File: src/rtl/seq_detect_ctrl.sv
// seq_detect_ctrl
//   Programmable serial sequence detector with run control. A legal start
//   latches the pattern, length, overlap and target fields. The block then
//   spends one cycle in ARM clearing its history and moves to RUN. In RUN it
//   shifts x into a history register once per cycle, pulses match on each
//   hit, and counts hits with saturation. When a non-zero target count is
//   reached it stops in DONE. All outputs are registered.
//
// Ports
//   clk, rst           clock, asynchronous active-low reset
//   start, abort       run control (start honoured in IDLE/DONE only)
//   cfg_pattern        pattern; bit [cfg_len-1] is received first
//   cfg_len            pattern length, legal 1..MAXLEN
//   cfg_overlap        1 = hits may share bits
//   cfg_target         match count that ends the run, 0 = run until abort
//   x                  serial input bit
//   busy, done         high in ARM/RUN, high in DONE
//   match              one-cycle pulse per hit
//   match_count        saturating hit count of the current/last run
//   err                one-cycle pulse on start with an illegal cfg_len
module seq_detect_ctrl #(
  parameter int MAXLEN = 8,
  parameter int CNTW   = 8
) (
  input  logic              clk,
  input  logic              rst,
  input  logic              start,
  input  logic              abort,
  input  logic [MAXLEN-1:0] cfg_pattern,
  input  logic [3:0]        cfg_len,
  input  logic              cfg_overlap,
  input  logic [CNTW-1:0]   cfg_target,
  input  logic              x,
  output logic              busy,
  output logic              match,
  output logic [CNTW-1:0]   match_count,
  output logic              done,
  output logic              err
);

  localparam int HVW = $clog2(MAXLEN + 1);

  typedef enum logic [1:0] {IDLE = 2'd0, ARM = 2'd1, RUN = 2'd2, DONE = 2'd3} state_t;

  state_t            state_q, state_d;
  logic [MAXLEN-1:0] pat_q, pat_d, hist_q, hist_d, hist_sh, lmask;
  logic [3:0]        len_q, len_d;
  logic              ovl_q, ovl_d;
  logic [CNTW-1:0]   tgt_q, tgt_d, cnt_d, cnt_inc;
  logic [HVW-1:0]    hv_q, hv_d, hv_inc;
  logic              match_d, err_d, busy_d, done_d;
  logic              cfg_ok, hit;

  // Compare mask: only the low len bits of history/pattern take part.
  for (genvar i = 0; i < MAXLEN; i++) begin : g_mask
    assign lmask[i] = (i < int'(len_q));
  end

  assign cfg_ok  = (cfg_len != 4'd0) && (int'(cfg_len) <= MAXLEN);
  // Newest bit enters at bit 0, so the first pattern bit ends up at len-1.
  assign hist_sh = MAXLEN'({hist_q, x});
  assign hv_inc  = (hv_q == HVW'(MAXLEN)) ? hv_q : hv_q + HVW'(1);
  assign cnt_inc = (&match_count) ? match_count : match_count + CNTW'(1);
  assign hit     = (int'(hv_inc) >= int'(len_q)) &&
                   (((hist_sh ^ pat_q) & lmask) == '0);

  always_comb begin
    state_d = state_q;
    pat_d   = pat_q;
    len_d   = len_q;
    ovl_d   = ovl_q;
    tgt_d   = tgt_q;
    hist_d  = hist_q;
    hv_d    = hv_q;
    cnt_d   = match_count;
    match_d = 1'b0;
    err_d   = 1'b0;
    unique case (state_q)
      IDLE, DONE: begin
        if (abort) begin
          state_d = IDLE;
        end else if (start) begin
          if (cfg_ok) begin
            pat_d   = cfg_pattern;
            len_d   = cfg_len;
            ovl_d   = cfg_overlap;
            tgt_d   = cfg_target;
            cnt_d   = '0;
            state_d = ARM;
          end else begin
            err_d   = 1'b1;
            state_d = IDLE;
          end
        end
      end
      ARM: begin
        if (abort) begin
          state_d = IDLE;
        end else begin
          hist_d  = '0;
          hv_d    = '0;
          state_d = RUN;
        end
      end
      RUN: begin
        // abort wins over a hit on the same edge: no pulse, no count.
        if (abort) begin
          state_d = IDLE;
        end else begin
          hist_d = hist_sh;
          hv_d   = hv_inc;
          if (hit) begin
            match_d = 1'b1;
            cnt_d   = cnt_inc;
            if (!ovl_q) hv_d = '0;
            if (tgt_q != '0 && cnt_inc == tgt_q) state_d = DONE;
          end
        end
      end
      default: state_d = IDLE;
    endcase
    busy_d = (state_d == ARM) || (state_d == RUN);
    done_d = (state_d == DONE);
  end

  always_ff @(posedge clk or negedge rst) begin
    if (!rst) begin
      state_q     <= IDLE;
      pat_q       <= '0;
      len_q       <= '0;
      ovl_q       <= 1'b0;
      tgt_q       <= '0;
      hist_q      <= '0;
      hv_q        <= '0;
      match_count <= '0;
      match       <= 1'b0;
      err         <= 1'b0;
      busy        <= 1'b0;
      done        <= 1'b0;
    end else begin
      state_q     <= state_d;
      pat_q       <= pat_d;
      len_q       <= len_d;
      ovl_q       <= ovl_d;
      tgt_q       <= tgt_d;
      hist_q      <= hist_d;
      hv_q        <= hv_d;
      match_count <= cnt_d;
      match       <= match_d;
      err         <= err_d;
      busy        <= busy_d;
      done        <= done_d;
    end
  end

endmodule

File: config.mk
export PLATFORM = sky130hd
export DESIGN_NAME = seq_detect_ctrl
export DESIGN_NICKNAME = d
export VERILOG_FILES = /design/src/rtl/seq_detect_ctrl.sv
export SDC_FILE = /design/constraint.sdc
export NUM_CORES = 1
export LEC_CHECK = 0
export CORE_UTILIZATION = 40
export DETAILED_ROUTE_END_ITERATION = 12
export SLEW_MARGIN = 20
export SYNTH_ARGS = -nofsm -noshare
export SYNTH_HDL_FRONTEND = slang
export SYNTH_SLANG_ARGS = --single-unit
File: constraint.sdc
create_clock -name clk -period 2.7 [get_ports clk]
set_clock_uncertainty 0.05 [all_clocks]
set_input_delay 0.405 -clock clk [delete_from_list [all_inputs] [get_ports clk]]
set_output_delay 0.405 -clock clk [all_outputs]
set_load 0.02 [all_outputs]
==> flow_metrics.tcl, run 1 <==
set metrics [dict create \
    status "finished, final reports clean" \
    clock_latency_ns 0.31 \
    cp.arrival_ns 2.80 \
    p_switching_uw 564 \
    regToRegSetupSlack_ns 0.04 \
    ys_warn_count 0 \
    antenna_found_initial 0 \
    via_per_inst 5.59 \
    core.rowCount 29 \
    grt_usage 0.190 \
    syn_area_sq_um 2640 \
    drt_iter0_drc 138 \
    critical_path.max_fanout 4 \
    drive_gt1_frac 0.245 \
    ant_nets 0 \
    path_class "flip-flop to flip-flop" \
    drt_drc_violations_left 0 \
    worst_slew_pin_slew_ns 0.600 \
    pre_cts_slack_ns -0.0630 \
    first_pass_iters 4 \
    gp_congestion 0.895 \
    crit_path_end_kind "flip-flop" \
    holdWs_ns 0.113 \
    rsz0062_at_grt "true" \
    rr_startpoint "hv_q[0]$_DFFE_PN0P_" \
    clock_path_buffers 2 \
    synth_compound_area_frac 0.190 \
    numCtsBuffers 5 \
    vdd.ir_drop.worst_v 0.000267 \
    combPwrFrac 0.255 \
    p_per_area_nw_per_um2 517 \
    switching_share 0.318 \
    internal-power_mw 1.21 \
    grt_max_degree 47 \
    n_antenna_cell 0 \
    drv_cap 0 \
    clk_pin_slew_ns 0.10 \
    routed_wl_um 6250 \
    finalHoldViolCount 0 \
    hpwlAfterDp_um 4550 \
    yosys.area_share.adder 0.0474 \
    p_leak_nw 1.45 \
    grt_use_met1 0.271 \
    slew_headroom 0.600 \
    grt_pass1_wl_um 10600 \
    period_needed_ns 2.66 \
    worst_setup_path_start_kind "flip-flop" \
    grt_use_met2 0.297 \
    yosysSeqAreaShare 0.436 \
    start_util 0.416 \
    setup_viol 0 \
    fp.dieArea_sq_um 6930 \
    fillers 576 \
    grt_use_met3 0.0348 \
    slew_violations 0 \
    ys.flop_type "dfrtp_1" \
    core_area_sq_um 6350 \
    synth.most_common_cell "dfrtp_1" \
    synth_area_per_cell_sq_um 10.1 \
    grt_pass1_vias 2152 \
    ys_ff_latch 46 \
    synth_top_family_by_area "compound AO/OA/AOI/OAI gates" \
    synth_top_cell_area_share 0.436 \
    root_buffer "clkbuf_8" \
    clkPwrFrac 0.266 \
    synth-xor-area-share 0.0464 \
    p_seq_frac 0.480 \
    yosys-top-cells-count "dfrtp_1 (46), nand2_1 (21), mux2_2 (18), nor2_1 (14), inv_1 (11)" \
    ios 38 \
    cts_tree "yes" \
    vias 2234 \
    netlist_instances 262 \
    globalRouteOverflowTotal 0 \
    cts-htree-levels 2 \
    synth_fp_nets 298 \
    die_h_um 83.2 \
    ys_types 59 \
    area_growth_pct 29.9 \
    synthArstFlopShare 1.00 \
    fmax_ghz 0.377 \
    synth_mux_area_frac 0.0806 \
    cp_data_required_time_ns 2.84 \
    post_drt_wl_per_cell_um 15.6 \
    total_power_mw 1.77 \
    setup_ws_ns 0.0449 \
    nNetsFinal 358 \
    synth_area_leaders "dfrtp_1 (44%), mux2_2 (7.7%), ha_1 (4.7%)" \
    grt_most_used_layer "met2" \
    finalCritPeriodShare 0.983 \
    rr_worst_depth 13 \
    hp-class "input port to async pin" \
    post-route-util 0.540 \
    rr_endpoint "busy$_DFF_PN0_" \
    die_w_um 83.2 \
    portBuffers 37 \
    cts_sinks 46 \
    synthSimpleGateAreaFrac 0.161 \
    synth_edf_count 0 \
    yosysTopAreaCell "dfrtp_1" \
]
==> kinds of logic (layout without fill, tap and decap cells) <==
| group | after synthesis | in the layout |
|---|---|---|
| buf+inv | 24 | 85 |
| fa+ha+maj | 10 | 10 |
| simple gates | 80 | 80 |
| flops | 46 | 46 |
| mux | 19 | 19 |
| xor+xnor | 14 | 14 |
| compound gates | 69 | 69 |
==> sequential cells by signal, summed over array words and instances (netlist names) <==
name         cells
err              1
len_q            4
hv_q             4
match_count      8
hist_q           7
pat_q            8
match            1
busy             1
ovl_q            1
state_q          2
done             1
tgt_q            8
==> power groups by stage <==
stage               combinational [mW]  sequential, mW  clock, mW
global route                     0.502           0.864      0.518
finish                           0.452           0.851      0.472
global placement                 0.407           0.864          0
floorplan                        0.268           0.851          0
detailed placement               0.413           0.866          0
CTS                              0.429           0.851      0.486
==> timing repair <==
action / 4_1_cts / 5_1_grt
endpoints found under the setup margin: 4 / 13
setup buffers: 3 / 3
gates cloned: 0 / 0
gates resized for setup: 2 / 14
pin swaps: 2 / 8
hold buffers: 0 / 0
==> layout by cell type, fill, tap and decap left out, types with 2 or more instances in the layout <==
cell,n
clkdlybuf4s50_1,36
nand2_1,20
o21ai_2,2
and2_1,2
o21ai_1,6
nand3_1,5
clkbuf_8,5
ha_2,3
xnor2_1,6
nor3_1,5
a311oi_1,2
nor2b_1,5
a31oi_1,8
mux2_2,18
o22ai_1,3
a22o_1,10
dfrtp_2,2
inv_1,10
buf_4,29
o21ai_0,8
nor4_1,4
nor3b_1,2
nor2_1,13
and3_1,4
nand4_1,4
o21bai_1,2
dfrtp_1,44
a21oi_1,8
xor2_1,7
ha_1,7
==> per-layer routing <==
| layer | share of wire | wire length (um) | up-vias |
|---|---|---|---|
| met5 | 0 | 0 | - |
| met4 | 0.014 | 87 | 0 |
| met3 | 0.038 | 240 | 10 |
| met2 | 0.46 | 2860 | 54 |
| met1 | 0.49 | 3060 | 1080 |
| li1 | - | - | 1090 |
==> final cells by class <==
| type | count | area, sq um | area share |
|---|---|---|---|
| clock buffers | 5 | 68.8 | 0.0201 |
| clock inverters | 3 | 28.8 | 0.00839 |
| inverters | 11 | 41.3 | 0.0120 |
| multi-input cells | 192 | 1460 | 0.425 |
| flip-flops and latches | 46 | 1150 | 0.336 |
| well taps | 77 | 96.3 | 0.0281 |
| repair buffers | 66 | 583 | 0.170 |
==> worst max path at each step <==
stage | start | cells after the start | slack, ns | endpoint
final | hv_q[0]$_DFFE_PN0P_ | 13 | 0.04 | busy$_DFF_PN0_
after global routing | hv_q[0]$_DFFE_PN0P_ | 13 | -0.10 | busy$_DFF_PN0_
after CTS | hv_q[0]$_DFFE_PN0P_ | 13 | 0.03 | busy$_DFF_PN0_
after detailed placement | hv_q[0]$_DFFE_PN0P_ | 13 | -0.06 | busy$_DFF_PN0_
after global placement | hv_q[0]$_DFFE_PN0P_ | 13 | 0.04 | busy$_DFF_PN0_
after floorplan | hv_q[0]$_DFFE_PN0P_ | 14 | 0.001 | busy$_DFF_PN0_
==> worst max-delay path: stages (launching register included) <==
cell	delay [ns]
dfrtp_1	0.40
inv_2	0.06
ha_1	0.15
nand2_2	0.08
nor2_4	0.14
xnor2_2	0.14
ha_1	0.26
nand2b_4	0.15
a2111oi_4	0.34
nor3_2	0.09
o211a_4	0.16
nand4_1	0.15
o21ai_2	0.09
ha_1	0.29
==> metrics by stage <==
| stage | TNS (ns) | area, sq um | cells |
|---|---|---|---|
| CTS | 0 | 3350 | 397 |
| global route | -0.243 | 3430 | 400 |
| detailed placement | -0.0630 | 3220 | 386 |
| floorplan | 0 | 2640 | 262 |
| finish | 0 | 3430 | 400 |
| global placement | 0 | 3220 | 386 |
No activity file was read; power rests on OpenSTA's default activity.
==> run 2: changes to the inputs <==
PLACE_DENSITY = 0.68   (was unset)
==> run 2 against run 1 <==
Effect of this change:
- non-clock buffer count fell by 5
- largest power group unchanged
- core utilization decreased by 0.099 points
- the flow now finishes with violations (negative hold slack, negative setup slack)
- clock power is 3% lower
- die area is the same
- critical endpoint unchanged
- setup slack worse by 0.058 ns
- register-to-register slack got worse by 0.06 ns
==> flow_metrics.tcl, run 2 (synthesis results as in run 1) <==
set metrics [dict create \
    post-route-util 0.539 \
    reg_top3 "match_count (8), pat_q (8), tgt_q (8)" \
    clk_pin_slew_ns 0.10 \
    antenna_found_initial 0 \
    path_class "flip-flop to flip-flop" \
    gp_congestion 0.856 \
    grt_pass1_vias 2183 \
    crit_path_end_kind "flip-flop" \
    fp.dieArea_sq_um 6930 \
    core.rowCount 29 \
    ios 38 \
    period_needed_ns 2.71 \
    grt_pass1_wl_um 10600 \
    crit_chain "inv_2, ha_4, nand2_4, nor2_4, xnor2_2, ha_1, nand2b_4, a2111oi_4, nor3_2, o211a_4, nand4_1, o21ai_1, ha_1" \
    via_per_inst 5.52 \
    cp.arrival_ns 2.87 \
    first_pass_iters 4 \
    fillers 564 \
    root_buffer "clkbuf_8" \
    grt_max_degree 28 \
    p_leak_nw 1.43 \
    p_per_area_nw_per_um2 517 \
    finalHoldViolCount 19 \
    vias 2179 \
    vdd.ir_drop.worst_v 0.000247 \
    rsz0062_at_grt "true" \
    fin_area_sq_um 3420 \
    numCtsBuffers 5 \
    holdWs_ns -0.0133 \
    drt_drc_violations_left 0 \
    hpwlAfterDp_um 4470 \
    start_util 0.416 \
    cts-htree-levels 2 \
    crit_slowest_cell "dfrtp_1" \
    ant_nets 0 \
    postPlaceCellArea_sq_um 3200 \
    hold_buffers 0 \
    core_area_sq_um 6350 \
    critical_path.top_delay_family "adder cells" \
    globalRouteOverflowTotal 0 \
    cts_tree "yes" \
    worst_setup_path_start_kind "flip-flop" \
    nNetsFinal 353 \
    worst-path-buf-inv 1 \
    final_common_cell "dfrtp_1" \
    slowest_delay_ns 0.41 \
    cts_sinks 46 \
    area_growth_pct 29.7 \
    cp_data_required_time_ns 2.85 \
    clock_latency_ns 0.32 \
    portBuffers 37 \
    critical_path.max_fanout 4 \
    drv_cap 0 \
    drt_iter0_drc 102 \
    drive_gt1_frac 0.242 \
    fin_tns_setup_ns -0.0136 \
    setup_ws_ns -0.0136 \
    status "finished, violations left" \
    fmax_ghz 0.369 \
    final_cell_mix "dfrtp_1 (44), clkdlybuf4s50_1 (36), buf_4 (24)" \
    cpMostUsedCell "ha_1" \
    n_antenna_cell 0 \
    regToRegSetupSlack_ns -0.01 \
    post_drt_wl_per_cell_um 15.6 \
    routed_wl_um 6170 \
    violations "negative hold slack, negative setup slack" \
    die_w_um 83.2 \
    slew_violations 0 \
    setup_viol 1 \
    worst_slew_pin_slew_ns 0.472 \
    finalCritPeriodShare 1.01 \
    slew_headroom 0.685 \
    hp-class "input port to async pin" \
    grt_usage 0.188 \
    die_h_um 83.2 \
    clock_path_buffers 2 \
]
-- run 2: changes by cell type in the layout (fill, tap and decap cells not counted), sizes merged --
cell      delta
buf          -5
clkinvlp     +2
clkinv       -1
inv          -1
-- run 2: worst register-to-register path, delay by kind of cell (launching register included) --
| family | cells | cell delay (ns) |
|---|---|---|
| simple gates | 5 | 0.57 |
| fa+ha+maj | 3 | 0.72 |
| xor+xnor | 1 | 0.14 |
| flops | 1 | 0.41 |
| compound gates | 3 | 0.62 |
| buf+inv | 1 | 0.11 |
-- run 2: per-stage QoR --
| stage | std cells | hold slack (ns) | power, mW | setup WS, ns |
|---|---|---|---|---|
| finish | 395 | -0.0133 | 1.77 | -0.0136 |
| global route | 395 | 0.0210 | 1.87 | -0.129 |
| CTS | 392 | 0.00174 | 1.73 | 0.00946 |
| detailed placement | 383 | 0.338 | 1.26 | -0.145 |
| global placement | 383 | 0.345 | 1.25 | 0.0378 |
| floorplan | 262 | 0.0594 | 1.12 | 0.00111 |
-- run 2: per-layer routing --
| metal | vias to the layer above | wire (um) | global-route usage |
|---|---|---|---|
| met5 | - | 0 | 0 |
| met2 | 51 | 2840 | 0.297 |
| met4 | 0 | 73 | 0.0580 |
| met1 | 1046 | 3020 | 0.270 |
| li1 | 1075 | - | - |
| met3 | 7 | 238 | 0.0249 |
-- run 2: layout make-up --
cell class	instances	area [sq um]	area share
multi-input cells	192	1490	0.436
flip-flops and latches	46	1150	0.337
repair buffers	61	546	0.159
well taps	77	96.3	0.0281
clock buffers	5	68.8	0.0201
inverters	11	41.3	0.0121
clock inverters	3	23.8	0.00694
-- run 2: where the power goes --
part           leakage, nW  switching (mW)  total, mW  internal (mW)
combinational        0.790           0.209      0.450          0.241
sequential           0.595          0.0893      0.863          0.773
clock               0.0408           0.271      0.456          0.186
-- run 2: path summary, 6_finish.rpt --
check | cells past startpoint | to | start
min in group clk | 1 | hist_q[6]$_DFFE_PN0P_ | hist_q[6]$_DFFE_PN0P_
worst min register to register | 1 | hist_q[6]$_DFFE_PN0P_ | hist_q[6]$_DFFE_PN0P_
worst max-delay path | 13 | busy$_DFF_PN0_ | hv_q[0]$_DFFE_PN0P_
worst max register to register | 13 | busy$_DFF_PN0_ | hv_q[0]$_DFFE_PN0P_
max in group asynchronous | 2 | hist_q[0]$_DFFE_PN0P_ | rst
worst min-delay path | 1 | match_count[5]$_DFFE_PN0P_ | rst
-- run 2: what timing repair did --
| item | CTS | global route |
|---|---|---|
| endpoints found under the hold margin | 0 | 0 |
| pin swaps | 2 | 8 |
| resized for setup | 3 | 20 |
| buffers inserted | 1 | 3 |
| endpoints found under the setup margin | 11 | 13 |
